File: src/rtl/riscv_defs_pkg.sv
// ============================================================================
// riscv_defs_pkg : RV32I opcode/funct constants, control-bus and scoreboard types
// Revision: 2.0
// ============================================================================
`default_nettype none

package riscv_defs_pkg;

    localparam logic [6:0] OP_LUI       = 7'b0110111;
    localparam logic [6:0] OP_AUIPC     = 7'b0010111;
    localparam logic [6:0] OP_JAL       = 7'b1101111;
    localparam logic [6:0] OP_JALR      = 7'b1100111;
    localparam logic [6:0] OP_BRANCH    = 7'b1100011;
    localparam logic [6:0] OP_LOAD      = 7'b0000011;
    localparam logic [6:0] OP_STORE     = 7'b0100011;
    localparam logic [6:0] OP_IMMEDIATE = 7'b0010011;
    localparam logic [6:0] OP_R_R       = 7'b0110011;
    localparam logic [6:0] OP_FENCE     = 7'b0001111;
    localparam logic [6:0] OP_SYSTEM    = 7'b1110011;

    localparam logic [6:0] F7_BASE = 7'b0000000;
    localparam logic [6:0] F7_ALT  = 7'b0100000;

    localparam logic [2:0] F3_ADD = 3'b000;
    localparam logic [2:0] F3_SLL = 3'b001;
    localparam logic [2:0] F3_SR  = 3'b101;
    localparam logic [2:0] ALU_ADD = F3_ADD;

    typedef enum logic [1:0] {
        SRC1_RS1  = 2'd0,
        SRC1_PC   = 2'd1,
        SRC1_ZERO = 2'd2
    } alu_src1_e;

    typedef enum logic [2:0] {
        IMM_I = 3'd0,
        IMM_S = 3'd1,
        IMM_B = 3'd2,
        IMM_U = 3'd3,
        IMM_J = 3'd4
    } imm_sel_e;

    typedef enum logic [1:0] {
        WB_ALU = 2'd0,
        WB_MEM = 2'd1,
        WB_PC4 = 2'd2
    } wb_sel_e;

    typedef struct packed {
        logic       illegal;
        logic [4:0] rd;
        logic       rf_wr;
        logic [4:0] rs1;
        logic       rs1_use;
        logic [4:0] rs2;
        logic       rs2_use;
        alu_src1_e  alu_src1;
        logic       alu_src2;      // 0 = rs2, 1 = immediate
        imm_sel_e   imm_sel;
        logic [2:0] alu_op;
        logic       arith_logic;
        wb_sel_e    wb_sel;
        logic       dmem_rd;
        logic       dmem_wr;
        logic [2:0] ld_st_funct3;
        logic       branch;
        logic [2:0] br_funct3;
        logic       jump;
        logic       jalr;
    } ctrl_bus_v2_t;

    typedef struct packed {
        logic       valid;
        logic [4:0] rd;
        logic       is_load;
    } sb_entry_t;

endpackage

`default_nettype wire

File: src/rtl/rv32i_decoder.sv
// ============================================================================
// rv32i_decoder : combinational RV32I decode with illegal-encoding detection
// Revision: 2.0
// ============================================================================
`default_nettype none

module rv32i_decoder
    import riscv_defs_pkg::*;
(
    input  logic [31:0]  instruction,
    output ctrl_bus_v2_t ctrl
);

    logic [6:0] opcode;
    logic [2:0] funct3;
    logic [6:0] funct7;
    logic       illegal;

    assign opcode = instruction[6:0];
    assign funct3 = instruction[14:12];
    assign funct7 = instruction[31:25];

    always_comb begin
        ctrl          = '0;
        illegal       = 1'b0;
        ctrl.rd       = instruction[11:7];
        ctrl.rs1      = instruction[19:15];
        ctrl.rs2      = instruction[24:20];
        ctrl.alu_src1 = SRC1_RS1;
        ctrl.imm_sel  = IMM_I;
        ctrl.wb_sel   = WB_ALU;
        ctrl.alu_op   = ALU_ADD;

        case (opcode)
            OP_R_R: begin
                ctrl.rs1_use     = 1'b1;
                ctrl.rs2_use     = 1'b1;
                ctrl.rf_wr       = 1'b1;
                ctrl.alu_op      = funct3;
                ctrl.arith_logic = funct7[5];
                if (funct7 != F7_BASE && funct7 != F7_ALT)
                    illegal = 1'b1;
                if (funct7 == F7_ALT && funct3 != F3_ADD && funct3 != F3_SR)
                    illegal = 1'b1;
            end
            OP_IMMEDIATE: begin
                ctrl.rs1_use  = 1'b1;
                ctrl.rf_wr    = 1'b1;
                ctrl.alu_src2 = 1'b1;
                ctrl.alu_op   = funct3;
                // Only the shift-right form carries an ALT bit; elsewhere it is immediate data
                ctrl.arith_logic = (funct3 == F3_SR) ? funct7[5] : 1'b0;
                if (funct3 == F3_SLL && funct7 != F7_BASE)
                    illegal = 1'b1;
                if (funct3 == F3_SR && funct7 != F7_BASE && funct7 != F7_ALT)
                    illegal = 1'b1;
            end
            OP_LOAD: begin
                ctrl.rs1_use      = 1'b1;
                ctrl.rf_wr        = 1'b1;
                ctrl.alu_src2     = 1'b1;
                ctrl.wb_sel       = WB_MEM;
                ctrl.dmem_rd      = 1'b1;
                ctrl.ld_st_funct3 = funct3;
            end
            OP_STORE: begin
                ctrl.rs1_use      = 1'b1;
                ctrl.rs2_use      = 1'b1;
                ctrl.alu_src2     = 1'b1;
                ctrl.imm_sel      = IMM_S;
                ctrl.dmem_wr      = 1'b1;
                ctrl.ld_st_funct3 = funct3;
            end
            OP_BRANCH: begin
                ctrl.rs1_use   = 1'b1;
                ctrl.rs2_use   = 1'b1;
                ctrl.imm_sel   = IMM_B;
                ctrl.branch    = 1'b1;
                ctrl.br_funct3 = funct3;
            end
            OP_JAL: begin
                ctrl.rf_wr    = 1'b1;
                ctrl.jump     = 1'b1;
                ctrl.alu_src1 = SRC1_PC;
                ctrl.alu_src2 = 1'b1;
                ctrl.imm_sel  = IMM_J;
                ctrl.wb_sel   = WB_PC4;
            end
            OP_JALR: begin
                ctrl.rs1_use  = 1'b1;
                ctrl.rf_wr    = 1'b1;
                ctrl.jump     = 1'b1;
                ctrl.jalr     = 1'b1;
                ctrl.alu_src1 = SRC1_PC;
                ctrl.alu_src2 = 1'b1;
                ctrl.wb_sel   = WB_PC4;
            end
            OP_LUI: begin
                ctrl.rf_wr    = 1'b1;
                ctrl.alu_src1 = SRC1_ZERO;
                ctrl.alu_src2 = 1'b1;
                ctrl.imm_sel  = IMM_U;
            end
            OP_AUIPC: begin
                ctrl.rf_wr    = 1'b1;
                ctrl.alu_src1 = SRC1_PC;
                ctrl.alu_src2 = 1'b1;
                ctrl.imm_sel  = IMM_U;
            end
            OP_FENCE, OP_SYSTEM: ;
            default: illegal = 1'b1;   // also catches opcode[1:0] != 2'b11
        endcase

        if (ctrl.rd == 5'd0)
            ctrl.rf_wr = 1'b0;
        if (illegal) begin
            ctrl.rf_wr   = 1'b0;
            ctrl.dmem_rd = 1'b0;
            ctrl.dmem_wr = 1'b0;
            ctrl.branch  = 1'b0;
            ctrl.jump    = 1'b0;
            ctrl.jalr    = 1'b0;
        end
        ctrl.illegal = illegal;
    end

endmodule

`default_nettype wire

File: src/rtl/pipelined_control_unit.sv
// ============================================================================
// pipelined_control_unit : registered decode stage with RAW scoreboard and handshakes
// Revision: 2.0
// ============================================================================
`default_nettype none

module pipelined_control_unit
    import riscv_defs_pkg::*;
#(
    parameter int NB_WORD      = 32,
    parameter int NB_REG_ADDR  = 5,
    parameter int HAZARD_DEPTH = 3,
    parameter int FORWARDING   = 1
) (
    input  logic               i_clock,
    input  logic               i_reset_n,
    input  logic [NB_WORD-1:0] i_instruction,
    input  logic               i_valid,
    output logic               o_ready,
    output ctrl_bus_v2_t       o_control_bus,
    output logic               o_valid,
    input  logic               i_ready,
    input  logic               i_flush,
    output logic               o_stall
);

    ctrl_bus_v2_t           dec;
    sb_entry_t              sb [HAZARD_DEPTH];
    logic                   hazard;
    logic                   accept;
    logic [NB_REG_ADDR-1:0] rs1_addr;
    logic [NB_REG_ADDR-1:0] rs2_addr;

    rv32i_decoder u_decoder (
        .instruction (i_instruction[31:0]),
        .ctrl        (dec)
    );

    assign rs1_addr = dec.rs1;
    assign rs2_addr = dec.rs2;

    // With forwarding only a load sitting in the output register cannot be bypassed
    always_comb begin
        hazard = 1'b0;
        for (int k = 0; k < HAZARD_DEPTH; k++) begin
            if (sb[k].valid && (FORWARDING == 0 || (k == 0 && sb[0].is_load))) begin
                if (dec.rs1_use && rs1_addr != '0 && rs1_addr == sb[k].rd)
                    hazard = 1'b1;
                if (dec.rs2_use && rs2_addr != '0 && rs2_addr == sb[k].rd)
                    hazard = 1'b1;
            end
        end
    end

    assign o_ready = i_ready & ~hazard & ~i_flush;
    assign accept  = i_valid & o_ready;
    assign o_stall = i_valid & i_ready & hazard & ~i_flush;

    always_ff @(posedge i_clock or negedge i_reset_n) begin
        if (!i_reset_n) begin
            o_valid       <= 1'b0;
            o_control_bus <= '0;
            for (int k = 0; k < HAZARD_DEPTH; k++)
                sb[k] <= '0;
        end else if (i_ready) begin
            o_valid <= accept;
            if (accept)
                o_control_bus <= dec;
            sb[0] <= sb_entry_t'{valid: accept & dec.rf_wr, rd: dec.rd, is_load: dec.dmem_rd};
            // A flushed instruction advances as an invalid entry
            for (int k = 1; k < HAZARD_DEPTH; k++)
                sb[k] <= (k == 1 && i_flush) ? '0 : sb[k-1];
        end else if (i_flush) begin
            o_valid      <= 1'b0;
            sb[0].valid  <= 1'b0;
        end
    end

endmodule

`default_nettype wire
File: config.mk
export PLATFORM = sky130hd
export DESIGN_NAME = pipelined_control_unit
export DESIGN_NICKNAME = d
export VERILOG_FILES = /design/src/rtl/riscv_defs_pkg.sv /design/src/rtl/rv32i_decoder.sv /design/src/rtl/pipelined_control_unit.sv
export SDC_FILE = /design/constraint.sdc
export NUM_CORES = 1
export LEC_CHECK = 0
export CAP_MARGIN = 20
export CORE_UTILIZATION = 25
export CTS_BUF_LIST = sky130_fd_sc_hd__clkbuf_8
export DETAILED_ROUTE_END_ITERATION = 10
export HOLD_SLACK_MARGIN = 0.08
export SLEW_MARGIN = 20
export SYNTH_ARGS = -nofsm -noshare
export SYNTH_HDL_FRONTEND = slang
export SYNTH_SLANG_ARGS = --single-unit
File: constraint.sdc
create_clock -name i_clock -period 1.7 [get_ports i_clock]
set_input_delay 0.17 -clock i_clock [delete_from_list [all_inputs] [get_ports i_clock]]
set_output_delay 0.17 -clock i_clock [all_outputs]
set_load 0.005 [all_outputs]
==> reports/qor.csv, run 1 <==
metric;value;unit
synth_top_cell_by_area;dfrtp_1;
die_area;0.01045;mm2
worstReg2RegStart;sb[19];
worstSetupPathType;reg2reg;
layout-drive-gt1-share;36.47;%
power;2.943;mW
clock_skew;0.009488;ns
ys_seq_area_share;49.80;%
reg2reg_slack;-0.45;ns
final_max_slew_viol_count;0;
fin_nets;376;
critPathTopFamily;compound AO/OA/AOI/OAI gates;
cts_root_buf;clkbuf_8;
hold_path_depth;2;
h-tree-depth;2;
worstMarginPinSlew;0.6550;ns
antenna_cells;0;
start_util;25.70;%
yosys_register_bits;50;
synthTopCellsByArea;dfrtp_1 (50%), mux2_4 (14%), a32o_1 (5.6%);
grt.total_usage;15.38;%
gp_congestion;0.8916;
critPathArrivalTime;2.34;ns
outcome;finished, violations left;
cpMaxStageDelayCell;dfrtp_1;
hold_ws;0.3336;ns
grt_max_degree;51;
die_w;102.2;um
cts-buffers-inserted;5;
yosysMostFrequentCell;dfrtp_1;
hold_viol;0;
grt_pass1_wl;12010;um
synth_edf_count;0;
cts_buffer_depth;2;
yosysWarnings;0;
fin_crit;2.149;ns
clkTransAtPathRegs;0.10;ns
num_vias;2177;
multi_input_area;0.001261;mm2
reg2reg_depth;8;
antenna_found_initial;0;
syn_nets;237;
insertion_delay;0.31;ns
violations;negative setup slack;
p_leak;1.912;nW
detail_route.wl_per_cell;16.43;um
setup_ws;-0.4489;ns
avgSynthCellArea;12.56;um2
endpoint_kind;flop;
drc;0;
crit_fanout;4;
ys_async_sr_fraction;100.0;%
powerDensity;697.3;mW/mm2
final-setup-viol-count;46;
rsz0062_at_grt;yes;
drtIter0Drc;110;
synth_cell_type_count;40;
relSlewSlack;56.33;%
fp.dieH;102.2;um
synth_area;0.002512;mm2
grt_pass1_vias;2261;
r2r_end;o_control_bus[5];
syn_inst;200;
crit_buf_inv;3;
ys_top_cells_by_count;dfrtp_1 (50), mux2_4 (23), a32o_1 (14);
vias_per_cell;4.603;
dr.pass1.iters;4;
whs_endpoint;o_control_bus[33];
slowest_delay;0.42;ns
fmax;465.4;MHz
nFillCells;945;
port_buffers;81;
placed_area;0.003716;mm2
min_period_over_period;126.4;%
path_depth;8;
area_growth;67.98;%
seqCellArea;0.001255;mm2
cp_data_required_time;1.89;ns
dp_hpwl;5202;um
min-delay-start;i_instruction[18];
drv_cap;0;
cp-start-kind;flop;
pin_count;82;
holdCritPathClass;in2reg;
final_area;0.004220;mm2
routed_wirelength;7771;um
coreArea;0.009774;mm2
path_cells;buf_6, nor4_4, o21ai_2, and2_4, a211o_4, buf_12, clkbuf_16, mux2_4;
synth_top_area_share;49.80;%
synth_top_flop_cell;dfrtp_1;
ant_nets;0;
rows;36;
cts_tree;done;
clkSinkCount;50;
irDropWorstVdd;0.0003421;V
overflow;0;
==> state kept, by name (all words and copies together), names as in the netlist <==
signal,cells
o_control_bus,42
o_valid,1
sb,7
==> power by group <==
group	internal [mW]	switching [mW]	leakage [nW]
clock	0.438	0.426	0.0504
sequential	1.28	0.0679	0.645
combinational	0.473	0.254	1.22
total	2.19	0.748	1.91
==> placed cells by master, fill, tap and decap left out, types with 2 or more instances in the layout <==
cell / n
nand3b_1: 3
nand2b_1: 3
nand3_1: 3
mux2_4: 26
a21oi_1: 5
clkbuf_16: 2
buf_8: 2
a32o_1: 14
a22o_1: 2
buf_12: 3
nor2_1: 13
clkdlybuf4s50_1: 70
nand2_1: 7
buf_4: 45
and3b_1: 2
inv_1: 3
xor2_1: 7
dfrtp_2: 3
clkbuf_8: 5
or2_2: 2
clkinvlp_4: 2
buf_6: 5
dlygate4sd2_1: 8
nor3_1: 7
o21ai_0: 3
and2_1: 4
nor4_1: 4
buf_16: 3
mux2_2: 6
and3_1: 2
a21oi_4: 2
buf_2: 3
dfrtp_1: 47
==> timing repair <==
action | CTS | global route
pin swaps | 8 | 8
hold endpoints to repair | 50 | 0
setup endpoints to repair | 46 | 46
cloned | 4 | 2
setup buffers | 13 | 2
resized for setup | 37 | 17
hold buffers | 1 | 0
==> how the worst max path moves through the flow <==
stage	from	to	slack, ns
detailed placement	i_instruction[2]	o_control_bus[24]	-0.78
floorplan	sb[19]	o_control_bus[10]	-0.13
CTS	sb[18]	o_control_bus[25]	-0.40
global placement	i_instruction[2]	o_ready	-0.72
global route	sb[16]	o_control_bus[24]	-0.51
finish	sb[19]	o_control_bus[5]	-0.45
==> worst register-to-register path, stage by stage, from the launching register on <==
cell and delay (ns):
dfrtp_1 0.42, buf_6 0.13, nor4_4 0.28, o21ai_2 0.09, and2_4 0.15, a211o_4 0.36, buf_12 0.15, clkbuf_16 0.15
mux2_4 0.29
==> stage by stage <==
stage	setup slack [ns]	setup TNS [ns]	util, %	cells
finish	-0.4489	-17.03	43.18	473
global route	-0.5117	-20.16	43.18	473
CTS	-0.3968	-15.79	42.33	471
detailed placement	-0.7763	-29.46	38.02	445
global placement	-0.7235	-27.18	38.02	445
floorplan	-0.1348	-3.803	-	200
==> cell type report <==
type | count | share of cell area [%]
inverter | 3 | 0.2668
sequential | 50 | 29.74
multi-input combinational | 137 | 29.88
tap | 133 | 3.943
clock buffer | 5 | 1.631
timing repair buffer | 142 | 33.47
clock inverter | 3 | 1.067
==> cells by family after synthesis <==
kind of cell,share of synthesized area (%)
buf+inv,4.034
compound gates,11.75
xor+xnor,2.789
mux,17.78
flops,49.80
simple gates,13.84
==> layer usage <==
layer  up-vias  track usage [%]  part of all wire, %
li1       1032                -                    -
met1      1053            20.90                   45
met2        79            24.16                   48
met3        13            3.488                  5.8
met4         0            5.165                  2.0
met5         -                0                    0
Note: power is estimated with default switching activity, not from simulation.
==> run 2: changes to the inputs <==
CORE_MARGIN = 3   (was default)
CORE_UTILIZATION = 40   (was 25)
PLACE_DENSITY = 0.71   (was default)
clock period = 2.35 ns   (was 1.7 ns; I/O delays follow)
==> run 2 against run 1 <==
  * Die area is 30% lower
  * Non-clock buffer count down 32
  * Flip-flop and latch count is the same
  * Final cell count fell by 19%
  * Setup slack improved by 0.59 ns
  * Clock power is 15% lower
  * Power is 27% lower
  * Combinational power decreased by 39%
  * Sequential share of layout area grew 3.8 points
  * The run now ends clean
==> reports/qor.csv, run 2 (synthesis gave the netlist of run 1 again) <==
metric;value;unit;change
outcome;finished clean;;was finished, violations left
final_max_slew_viol_count;0;;unchanged
antenna_found_initial;0;;unchanged
fin_crit;2.211;ns;
crit_buf_inv;3;;unchanged
die_w;85.25;um;was 102.2 um
coreArea;0.005991;mm2;was 0.009774 mm2
cts-buffers-inserted;5;;unchanged
layout_common_cells;clkdlybuf4s50_1 (78), dfrtp_1 (49), buf_4 (26);;was clkdlybuf4s50_1 (70), dfrtp_1 (47), buf_4 (45)
clkSinkCount;50;;unchanged
cpMaxStageDelayCell;clkdlybuf4s50_1;;was dfrtp_1
overflow;0;;unchanged
grt_pass1_wl;10650;um;was 12,010 um
grt_pass1_vias;2131;;was 2,261
layout_commonest_cell;clkdlybuf4s50_1;;unchanged
final-setup-viol-count;0;;was 46
seqCellArea;0.001252;mm2;was 0.001255 mm2
dp_cells;374;;was 445
insertion_delay;0.30;ns;was 0.31 ns
worstReg2RegStart;sb[16];;was sb[19]
relSlewSlack;58.12;%;was 56.33%
ant_nets;0;;unchanged
dr.pass1.iters;4;;unchanged
fin_util;62.34;%;was 43.18%
final_area;0.003735;mm2;was 0.004220 mm2
largest_reg_flops;42;;unchanged
nFillCells;484;;was 945
grt_max_degree;51;;unchanged
min-delay-start;o_valid;;was i_instruction[18]
hold_viol;0;;unchanged
powerDensity;578.2;mW/mm2;was 697.3 mW/mm2
cts_tree;done;;unchanged
cts_root_buf;clkbuf_8;;unchanged
slowest_delay;0.44;ns;was 0.42 ns
critPathArrivalTime;1.98;ns;was 2.34 ns
setup_ws;0.1387;ns;was -0.4489 ns
top_regs;o_control_bus: 42 flops, sb: 7 flops, o_valid: 1 flops;;unchanged
rows;28;;was 36
cp-start-kind;input port;;was flop
vias_per_cell;5.240;;was 4.603
min_period_over_period;94.10;%;
drc;0;;unchanged
worstMarginPinSlew;0.6282;ns;was 0.6550 ns
critPathTopFamily;buffers and inverters;;was compound AO/OA/AOI/OAI gates
port_buffers;81;;unchanged
final_cell_count_no_fill;383;;was 473
grt.total_usage;18.29;%;was 15.38%
fp.dieH;85.25;um;was 102.2 um
placed_area;0.003558;mm2;was 0.003716 mm2
drv_cap;0;;unchanged
worstSetupPathType;in2out;;was reg2reg
multi_input_area;0.001186;mm2;was 0.001261 mm2
clock_skew;0.006346;ns;was 0.009488 ns
p_leak;1.689;nW;was 1.912 nW
cts_buffer_depth;2;;unchanged
detail_route.wl_per_cell;16.47;um;was 16.43 um
dp_hpwl;4706;um;was 5202 um
antenna_cells;0;;unchanged
critPathLaunch;i_instruction[16];;was sb[19]
routed_wirelength;6309;um;was 7771 um
start_util;41.94;%;was 25.70%
area_growth;48.66;%;was 67.98%
die_area;0.007268;mm2;was 0.01045 mm2
irDropWorstVdd;0.0003071;V;was 0.0003421 V
h-tree-depth;2;;unchanged
path_cells;clkdlybuf4s50_1, buf_4, xor2_1, nor3_1, o2111a_1, a21oi_2, and3b_1, dlygate4sd2_1;;was buf_6, nor4_4, o21ai_2, and2_4, a211o_4, buf_12, clkbuf_16, mux2_4
holdCritPathClass;reg2reg;;was in2reg
layout-drive-gt1-share;26.62;%;was 36.47%
fin_nets;344;;was 376
drtIter0Drc;87;;was 110
clkTransAtPathRegs;0.09;ns;was 0.10 ns
cts_setup_buffers;0;;was 13
cp_data_required_time;2.12;ns;was 1.89 ns
regMostFlops;o_control_bus;;unchanged
crit_fanout;3;;was 4
endpoint_kind;primary output;;was flop
rsz0062_at_grt;no;;was yes
num_vias;2007;;was 2,177
dp_slack;-0.1521;ns;was -0.7763 ns
fmax;452.2;MHz;
gp_congestion;0.8300;;was 0.8916
pin_count;82;;unchanged
run 2: per-layer routing:
metal	part of all wire, %	vias up	GRT usage [%]
met5	0	-	0
li1	-	964	-
met1	47	969	25.50
met4	0.63	0	3.885
met3	6.1	4	4.078
met2	46	70	29.31
run 2: repair_timing:
item	CTS	global route
hold buffers	1	0
endpoints found under the setup margin	2	0
gates resized for setup	8	0
hold endpoints to repair	50	0
run 2: power by group:
group | switching, mW | internal [mW] | total (mW)
Combinational | 0.154 | 0.292 | 0.445
Clock | 0.285 | 0.454 | 0.739
Sequential | 0.0472 | 0.928 | 0.975
run 2: final cells by class:
type	count	share of cell area, %
Inverter	3	0.3015
Multi-Input combinational cell	137	31.76
Clock buffer	6	2.211
Tap cell	75	2.513
Sequential cell	50	33.53
Clock inverter	2	1.608
Timing Repair Buffer	110	28.07
run 2: worst register-to-register path, delay by kind of cell (launching register included):
family | cells | cell delay, ns
compound gates | 2 | 0.53
buf+inv | 1 | 0.19
flops | 1 | 0.46
mux | 1 | 0.31
simple gates | 2 | 0.46
run 2: path summary, 6_finish.rpt:
| kind | to | slack (ns) | depth (start not counted) |
|---|---|---|---|
| setup / recovery | o_ready | 0.14 | 8 |
| hold / removal | o_valid | 0.48 | 2 |
| setup reg to reg | o_control_bus[1] | 0.29 | 6 |
| hold reg to reg | o_valid | 0.48 | 2 |
| max in group asynchronous | sb[16] | 1.33 | 3 |
| min in group asynchronous | o_control_bus[21] | 0.56 | 3 |
run 2: stage by stage:
step | hold WS (ns) | setup TNS (ns) | power, mW
2_1_floorplan | -0.06059 | 0 | 1.167
3_5_place_dp | 0.3859 | -0.7204 | 1.435
3_3_place_gp | 0.3783 | -0.7642 | 1.426
5_1_grt | 0.5212 | 0 | 2.256
4_1_cts | 0.4929 | 0 | 2.180
6_report | 0.4835 | 0 | 2.159
